**config.mk**
```make
export PLATFORM = sky130hd
export DESIGN_NAME = cache_evict_buffer
export DESIGN_NICKNAME = d
export VERILOG_FILES = /design/src/rtl/cacheevict_pkg.sv /design/src/rtl/cache_evict_burst.sv /design/src/rtl/cache_evict_buffer.sv
export SDC_FILE = /design/constraint.sdc
export NUM_CORES = 2
export LEC_CHECK = 0
export BUFFER_PORTS_ARGS = -buffer_cell sky130_fd_sc_hd__buf_4
export CAP_MARGIN = 10
export CORE_AREA = 2 2 393 395
export DETAILED_ROUTE_END_ITERATION = 12
export DIE_AREA = 0 0 395 397
export PLACE_DENSITY = 0.77
export SETUP_SLACK_MARGIN = 0.3
export SLEW_MARGIN = 20
export SYNTH_ARGS = -nofsm -noshare
export SYNTH_HDL_FRONTEND = slang
export SYNTH_SLANG_ARGS = --single-unit
```
**constraint.sdc**
```tcl
create_clock -name clk -period 17.4 [get_ports clk]
set_input_delay 0.87 -clock clk [delete_from_list [all_inputs] [get_ports clk]]
set_output_delay 0.87 -clock clk [all_outputs]
set_load 0.01 [all_outputs]
```
**src/rtl/cacheevict_pkg.sv**
```systemverilog
// Shared constants and FSM type for the victim write-back buffer.
// Derived values below describe the default configuration.
package cacheevict_pkg;

  localparam int unsigned DefDepth     = 4;
  localparam int unsigned DefPaBits    = 32;
  localparam int unsigned DefLineLen   = 512;
  localparam int unsigned DefBeatW     = 64;
  localparam int unsigned DefOffsetLen = 6;

  localparam int unsigned BEATS       = DefLineLen / DefBeatW;
  localparam int unsigned LOGBEATS    = $clog2(BEATS);
  localparam int unsigned LINEADRLEN  = DefPaBits - DefOffsetLen;
  localparam int unsigned BEATBYTEOFF = $clog2(DefBeatW / 8);

  typedef enum logic {IDLE, BURST} burst_state_e;

endpackage

```
**src/rtl/cache_evict_burst.sv**
```systemverilog
// Write-back burst sequencer: walks the beats of the head line.
// It pops the head on the last-beat handshake.
module cache_evict_burst
  import cacheevict_pkg::*;
#(
  parameter int unsigned Beats = BEATS,
  localparam int unsigned LogBeats = $clog2(Beats)
) (
  input  logic                clk,
  input  logic                reset,
  input  logic                avail_i,     // occupancy nonzero
  input  logic                more_i,      // occupancy nonzero after a pop this cycle
  input  logic                bus_ready_i,
  output logic                bus_valid_o,
  output logic [LogBeats-1:0] beat_o,
  output logic                first_o,
  output logic                last_o,
  output logic                pop_o
);

  burst_state_e        state_q, state_d;
  logic [LogBeats-1:0] beat_q, beat_d;
  logic                at_last;

  assign at_last = (beat_q == LogBeats'(Beats - 1));

  always_ff @(posedge clk or posedge reset) begin
    if (reset) begin
      state_q <= IDLE;
      beat_q  <= '0;
    end else begin
      state_q <= state_d;
      beat_q  <= beat_d;
    end
  end

  always_comb begin
    state_d     = state_q;
    beat_d      = beat_q;
    bus_valid_o = 1'b0;
    pop_o       = 1'b0;
    unique case (state_q)
      IDLE: begin
        beat_d = '0;
        if (avail_i) state_d = BURST;
      end
      BURST: begin
        bus_valid_o = 1'b1;
        if (bus_ready_i) begin
          if (at_last) begin
            pop_o   = 1'b1;
            beat_d  = '0;
            state_d = more_i ? BURST : IDLE;
          end else begin
            beat_d = beat_q + LogBeats'(1);
          end
        end
      end
    endcase
  end

  assign beat_o  = beat_q;
  assign first_o = bus_valid_o && (beat_q == '0);
  assign last_o  = bus_valid_o && at_last;

endmodule

```
**src/rtl/cache_evict_buffer.sv**
```systemverilog
// Victim-line FIFO: captures dirty lines and writes them back as beat bursts.
// A combinational lookup flags refills whose line is still pending.
module cache_evict_buffer
  import cacheevict_pkg::*;
#(
  parameter int unsigned DEPTH     = DefDepth,
  parameter int unsigned PA_BITS   = DefPaBits,
  parameter int unsigned LINELEN   = DefLineLen,
  parameter int unsigned BEATW     = DefBeatW,
  parameter int unsigned OFFSETLEN = DefOffsetLen,
  localparam int unsigned LineAdrLen = PA_BITS - OFFSETLEN
) (
  input  logic                  clk,
  input  logic                  reset,
  input  logic                  EvictValid,
  output logic                  EvictReady,
  input  logic [LineAdrLen-1:0] EvictAdr,
  input  logic [LINELEN-1:0]    EvictLine,
  input  logic [LineAdrLen-1:0] LookupAdr,
  output logic                  LookupHit,
  output logic                  BusValid,
  input  logic                  BusReady,
  output logic [PA_BITS-1:0]    BusAdr,
  output logic [BEATW-1:0]      BusData,
  output logic                  BusFirst,
  output logic                  BusLast,
  output logic                  Empty
);

  localparam int unsigned Beats       = LINELEN / BEATW;
  localparam int unsigned LogBeats    = $clog2(Beats);
  localparam int unsigned BeatByteOff = $clog2(BEATW / 8);
  localparam int unsigned PtrW        = $clog2(DEPTH);
  localparam int unsigned CntW        = PtrW + 1;

  logic [LineAdrLen-1:0] adr_q  [DEPTH];
  logic [LINELEN-1:0]    line_q [DEPTH];
  logic [DEPTH-1:0]      valid_q, valid_d;
  logic [PtrW-1:0]       head_q, head_d, tail_q, tail_d;
  logic [CntW-1:0]       count_q, count_d;
  logic [LogBeats-1:0]   beat;
  logic                  push, pop, more;

  assign EvictReady = (count_q != CntW'(DEPTH));
  assign Empty      = (count_q == '0);
  assign push       = EvictValid && EvictReady;
  // Occupancy after a pop stays nonzero if another entry waits or one arrives now.
  assign more       = (count_q > CntW'(1)) || push;

  cache_evict_burst #(
    .Beats(Beats)
  ) u_burst (
    .clk        (clk),
    .reset      (reset),
    .avail_i    (!Empty),
    .more_i     (more),
    .bus_ready_i(BusReady),
    .bus_valid_o(BusValid),
    .beat_o     (beat),
    .first_o    (BusFirst),
    .last_o     (BusLast),
    .pop_o      (pop)
  );

  always_comb begin
    valid_d = valid_q;
    head_d  = head_q;
    tail_d  = tail_q;
    count_d = count_q;
    if (pop) begin
      valid_d[head_q] = 1'b0;
      head_d          = head_q + PtrW'(1);
    end
    if (push) begin
      valid_d[tail_q] = 1'b1;
      tail_d          = tail_q + PtrW'(1);
    end
    if (push && !pop) count_d = count_q + CntW'(1);
    else if (pop && !push) count_d = count_q - CntW'(1);
  end

  always_ff @(posedge clk or posedge reset) begin
    if (reset) begin
      valid_q <= '0;
      head_q  <= '0;
      tail_q  <= '0;
      count_q <= '0;
    end else begin
      valid_q <= valid_d;
      head_q  <= head_d;
      tail_q  <= tail_d;
      count_q <= count_d;
    end
  end

  // Payload storage needs no reset; valid bits gate every use of it.
  always_ff @(posedge clk) begin
    if (push) begin
      adr_q[tail_q]  <= EvictAdr;
      line_q[tail_q] <= EvictLine;
    end
  end

  always_comb begin
    LookupHit = 1'b0;
    for (int i = 0; i < DEPTH; i++) begin
      if (valid_q[i] && (adr_q[i] == LookupAdr)) LookupHit = 1'b1;
    end
  end

  assign BusData = line_q[head_q][int'(beat) * BEATW +: BEATW];
  assign BusAdr  = {adr_q[head_q], beat, {BeatByteOff{1'b0}}};

endmodule

```
* Word level (Yosys, flattened, before mapping)
Memory sizes are Yosys's and may differ from the RTL's. Cells that the tools add are included.
Word-level totals: input port bits 568, bits in registers 15, logic and storage cells 73, RAM bits 2152, memories kept 2, output and inout port bits 102
Memories:
- line_q | depth 4, bits a word 512, read ports 1, clocked after Yosys merged registers in 0, wr ports 1, RTL line cache_evict_buffer.sv:37 | logic [LINELEN-1:0] line_q [DEPTH];
- adr_q | depth 4, bits a word 26, read ports 5, clocked after Yosys merged registers in 0, wr ports 1, RTL line cache_evict_buffer.sv:36 | logic [LineAdrLen-1:0] adr_q [DEPTH];
Operators by class: equal/unequal tests 7, multiplexer cells 26, shift operators 1, reduce and logical (&&, ||, !) cells 17, bitwise operators 4, add/subtract/negate cells 5, $lt $le $gt $ge 5
Operators with widths (count):
- $shiftx A512 B10 Y64 | 1
- $eq A26 B26 Y1 | 4
- $mux W1 | 16
- $mux W3 | 4
- $logic_and A1 B1 Y1 | 11
- $mux W4 | 2
- $add A3 B1 Y3 const B | 2
- $logic_not A3 Y1 | 2
- $lt A2 B3 Y1 const B | 2
- $pmux W3 S2 | 1
- $add A2 B1 Y2 const B | 2
- $and A4 B4 Y4 | 1
- $demux W1 S2 | 2
- $ge A2 B1 Y1 const B | 2
- $not A4 Y4 | 1
- $or A4 B4 Y4 | 1
- $eq A3 B3 Y1 const B | 1
- $gt A3 B1 Y1 const B | 1
- $ne A3 B3 Y1 const B | 1
- $sub A3 B1 Y3 const B | 1
- $logic_not A1 Y1 | 2
- $ne A2 B2 Y1 const B | 1
- $pmux W1 S2 | 1
- $reduce_bool A2 Y1 | 1
- 2 further kinds | 2

* Depth between registers and ports, before layout
depth after elaboration 9, depth in mapped cells 10, mapped depth without buffers 8

* Cells and area by module
From an unflattened synthesis, not the netlist that was laid out.
Unflattened totals: cell total of the unflattened synthesis 3696, area, all modules 83359.9 um^2
Modules (own cells, without submodules):
- cache_evict_buffer | cells each 3671, area an instance 83093.4 um^2, instances 1, seq. area each 64897.2 um^2
- cache_evict_burst | cells each 25, area an instance 266.5 um^2, instances 1, seq. area each 100.1 um^2

* Worst setup path after synthesis
Ideal clock, no wire load.
kind register to register, start register count_q[0], end memory adr_q[0][0] (netlist name) (enable), setup slack 3.295 ns, clock period less this slack 14.105 ns, data arrival time 13.125 ns, data required time 16.420 ns, path buffers 0, cell stages (with the launch flop) 5, library setup time 0.980 ns, cells stage by stage dfrtp_1 -> inv_1 -> ha_1 -> nand2_1 -> and3_1
Between the ends: cells in the longest elaborated chain, start to end 4
RTL lines:
- from (decl) | RTL line cache_evict_buffer.sv:40 | logic [CntW-1:0] count_q, count_d;
- from (signal assigned) | RTL line cache_evict_buffer.sv:92 | count_q <= count_d;
- $ne A3 B3 Y1 | RTL line cache_evict_buffer.sv:44 | assign EvictReady = (count_q != CntW'(DEPTH));
- named net EvictReady | RTL line cache_evict_buffer.sv:16 | output logic EvictReady,
- $logic_and A1 B1 Y1 | RTL line cache_evict_buffer.sv:46 | assign push = EvictValid && EvictReady;
- $mux W1 | RTL line cache_evict_buffer.sv:98 | if (push) begin
- $mux W1 (not written as such) | RTL line cache_evict_buffer.sv:99 | adr_q[tail_q] <= EvictAdr;
- to (decl) | RTL line cache_evict_buffer.sv:36
The timed path passes the listed nets, and every way through them passes these cells.

* Final worst setup path
start register head_q[0], end output BusData[51]
Between the ends: cells in the longest elaborated chain, start to end 2
RTL lines:
- from (decl) | RTL line cache_evict_buffer.sv:39 | logic [PtrW-1:0] head_q, head_d, tail_q, tail_d;
- from (signal assigned) | RTL line cache_evict_buffer.sv:85 | head_q <= '0;
- from (signal assigned) | RTL line cache_evict_buffer.sv:90 | head_q <= head_d;
- $mem_v2 Z4 W512
- $shiftx A512 B10 Y64 | RTL line cache_evict_buffer.sv:111 | assign BusData = line_q[head_q][int'(beat) * BEATW +: BEATW];
- to (decl) | RTL line cache_evict_buffer.sv:24 | output logic [BEATW-1:0] BusData,
No other way between the ends.

==> results by group <==
Synth
  • Top cells by count, synth: edfxtp_1 (2152), mux4_2 (510), mux2i_1 (117)
  • Mapped Cells: 3660
  • Netlist cell types: 42
  • Post-synth EDFFs: 2152
  • Syn avg cell area: 22.7 µm²
  • Most common cell in the netlist: edfxtp_1
  • Synth Register Bits: 2167
  • Yosys warnings: 0
  • Share of the synthesized area in the top cell type: 77.6%
  • Synth async-reset ratio: 0.692%
  • Leading area contributor after synthesis: edfxtp_1
  • Post-synthesis sequential area ratio: 78.1%
  • Ys flop type: edfxtp_1
  • Cell Area, Synth: 83300 µm²
  • Top post-synthesis cells by area: edfxtp_1 (78%), mux4_2 (14%), mux2i_1 (1.4%)

Routing
  • DR iter-0 viols: 4616
  • Vias: 41.0k
  • DRT Pass-1 Iters: 6
  • WL/cell: 30.3 µm
  • Post-route ant nets: 0
  • Total Wirelength: 201000 µm
  • DRC viols: 0
  • Routed vias/inst: 6.17

Clock tree
  • Post-CTS sizing: 0
  • Htree depth: 4
  • Skew-Pair Late Insertion Delay: 0.86 ns
  • Hold buffer count at cts: 0
  • Root Buffer: clkbuf_16
  • CTS buffer count: 208
  • Setup bufs post-CTS: 0
  • CTS sink count: 2167
  • CTS tree: done
  • Max Root-Sink Buffers: 3
  • CTS clk-pin slew, worst paths: 0.06 ns

GRT
  • Total Routing Usage GR: 25.6%
  • First-pass GRT wire length: 290000 µm
  • Total gr overflow: 0
  • Initial antenna violation count: 72
  • Vias in the first global route: 42.1k
  • Largest net degree at the start of global routing: 144

Power and ir drop
  • Pwr Density: 171 nW/µm²
  • Peak supply drop: 0.159 mV
  • LEAKAGE: 0.0323 µW
  • Pwr Total: 16700 µW

Critical path
  • Critical-path top delay cell: dfrtp_4
  • Crit path DAT: 5.83 ns
  • CP Class: flip-flop to output pin
  • Most frequent CP cell: buf_4
  • CP peak stage delay: 0.98 ns
  • CP startpoint kind: flip-flop
  • CP Cell Sequence: buf_12 > buf_4 > buf_4 > mux4_2 > o221ai_1 > a21oi_1 > or2_1 > buf_4
  • Sum of buffers and inverters on the critical path: 4
  • WP data required: 16.53 ns
  • Delay-heaviest family, CP: buffers and inverters
  • Critical Path Fanout Max: 93
  • Crit path capture type: output pin

Job
  • MaxCap Viol Count: 0

Floorplanning
  • Initial cell density of the core: 54.4%
  • Std-Cell Rows: 144
  • Die area: 157000 µm²
  • CORE AREA: 153000 µm²
  • Io pins: 670
  • Die Wd: 395 µm
  • DIE HEIGHT: 397 µm

Timing
  • Setup slack after layout: 10.70 ns
  • Max Transition Viols Final: 0
  • Setup repair after global routing missed its margin: no
  • Final Skew: 0.0861 ns
  • Period minus WS final: 6.70 ns
  • Tcrit/Tclk final: 38.5%
  • Relative slew slack: 21.4%
  • Measured slew at the worst slew-check pin: 1.18 ns
  • Setup TNS: 0 ns
  • Count of final hold-check violations: 0
  • FMAX: 0.149 GHz
  • Final Setup Violations: 0

Cells and area
  • Share of layout cells above drive strength 1: 34.2%
  • Number of nets in the layout: 4981
  • # fillers: 9859
  • Final Instance Area: 97400 µm²
  • Area Growth Syn to Fin: 17.0%

Placement
  • PortBufs: 666
  • Place WS: 11.35 ns
  • Gpl congestion: 0.847
  • DP HPWL: 125000 µm
  • DP Area: 90400 µm²

Hold path
  • Worst min-delay path class: input port to async pin

Status
  • Outcome: finished, final reports clean
[path summary, 6_finish.rpt]
| path | slack, ns | to | from | cells after the start |
|---|---|---|---|---|
| max | 10.70 | BusData[51] | head_q[0] | 8 |
| min | 0.15 | tail_q[1] | reset | 2 |
| max reg2reg | 12.44 | line_q[2][449] | count_q[0] | 7 |
| min reg2reg | 0.49 | valid_q[1] | valid_q[1] | 1 |
| max in group asynchronous | 16.75 | head_q[1] | reset | 2 |
| min in group clk | 0.20 | line_q[3][354] | EvictLine[354] | 1 |
[cells in the final DEF (no fill, tap or decap), types with 14 or more instances in the layout]
| master | synthesis | layout |
|---|---|---|
| a221oi_1 | 24 | 24 |
| a21oi_1 | 56 | 56 |
| nand4_1 | 21 | 21 |
| buf_4 | 42 | 725 |
| clkinv_1 | 1 | 45 |
| clkbuf_16 | 0 | 212 |
| ha_1 | 16 | 16 |
| mux2i_1 | 117 | 117 |
| nand2_1 | 88 | 88 |
| o221ai_1 | 68 | 68 |
| mux4_2 | 510 | 510 |
| xor2_1 | 46 | 46 |
| o22ai_1 | 14 | 14 |
| clkbuf_1 | 93 | 39 |
| bufinv_16 | 0 | 19 |
| a22oi_1 | 56 | 56 |
| edfxtp_1 | 2152 | 2152 |
| diode_2 | 0 | 33 |
| o21ai_0 | 44 | 44 |
| clkinv_2 | 0 | 42 |
| xnor2_1 | 63 | 63 |
| or2_1 | 28 | 28 |
[registers in the layout, indices dropped and copies added (netlist names)]
signal	cells
adr_q	104
count_q	3
head_q	2
line_q	2048
tail_q	2
u_burst.beat_o	3
u_burst.state_q	1
valid_q	4
[routing by layer]
layer / wire, µm / GRT usage (%) / part of all wire [%] / up-vias
met5: 423 / 0 / 0.21 / -
met4: 4990 / 7.77 / 2.5 / 62
met3: 18500 / 6.73 / 9.2 / 332
met2: 102000 / 42.0 / 51 / 2010
met1: 75400 / 34.1 / 37 / 21500
li1: - / - / - / 17100
[power breakdown]
group          internal, µW  switching [µW]  leakage [µW]
Clock                  2540            1940       0.00333
Combinational          2130            2890       0.00908
Sequential             6880             308        0.0199
[area by class of cell]
cell class	count	area [µm²]	share of cell area (%)
Sequential cell	2167	65000	66.8
Clock buffer	252	5470	5.61
Multi-Input combinational cell	1277	17200	17.7
Timing Repair Buffer	732	5580	5.73
Antenna cell	33	82.6	0.0848
Clock inverter	133	1420	1.46
Tap cell	2044	2560	2.63
Inverter	11	43.8	0.0450
[cells by family after synthesis]
| kind of cell | share of synthesized area, % |
|---|---|
| DFF | 78.1 |
| muxes | 15.2 |
| AOI/OAI and AO/OA | 2.83 |
| buffers and inverters | 1.33 |
| and+or+nand+nor | 1.17 |
| xor gates and xnor gates | 1.15 |
| adders and majority gates | 0.240 |
| other | 0.00450 |
[per-stage QoR]
step	hold WS (ns)	std cells	util [%]
6_report	0.147	6649	63.7
3_5_place_dp	0.486	6231	59.1
3_3_place_gp	0.484	6231	59.1
4_1_cts	0.0966	6616	63.6
2_1_floorplan	0.449	3662	-
5_1_grt	0.136	6641	63.6
(Power assumes the default switching activity.)
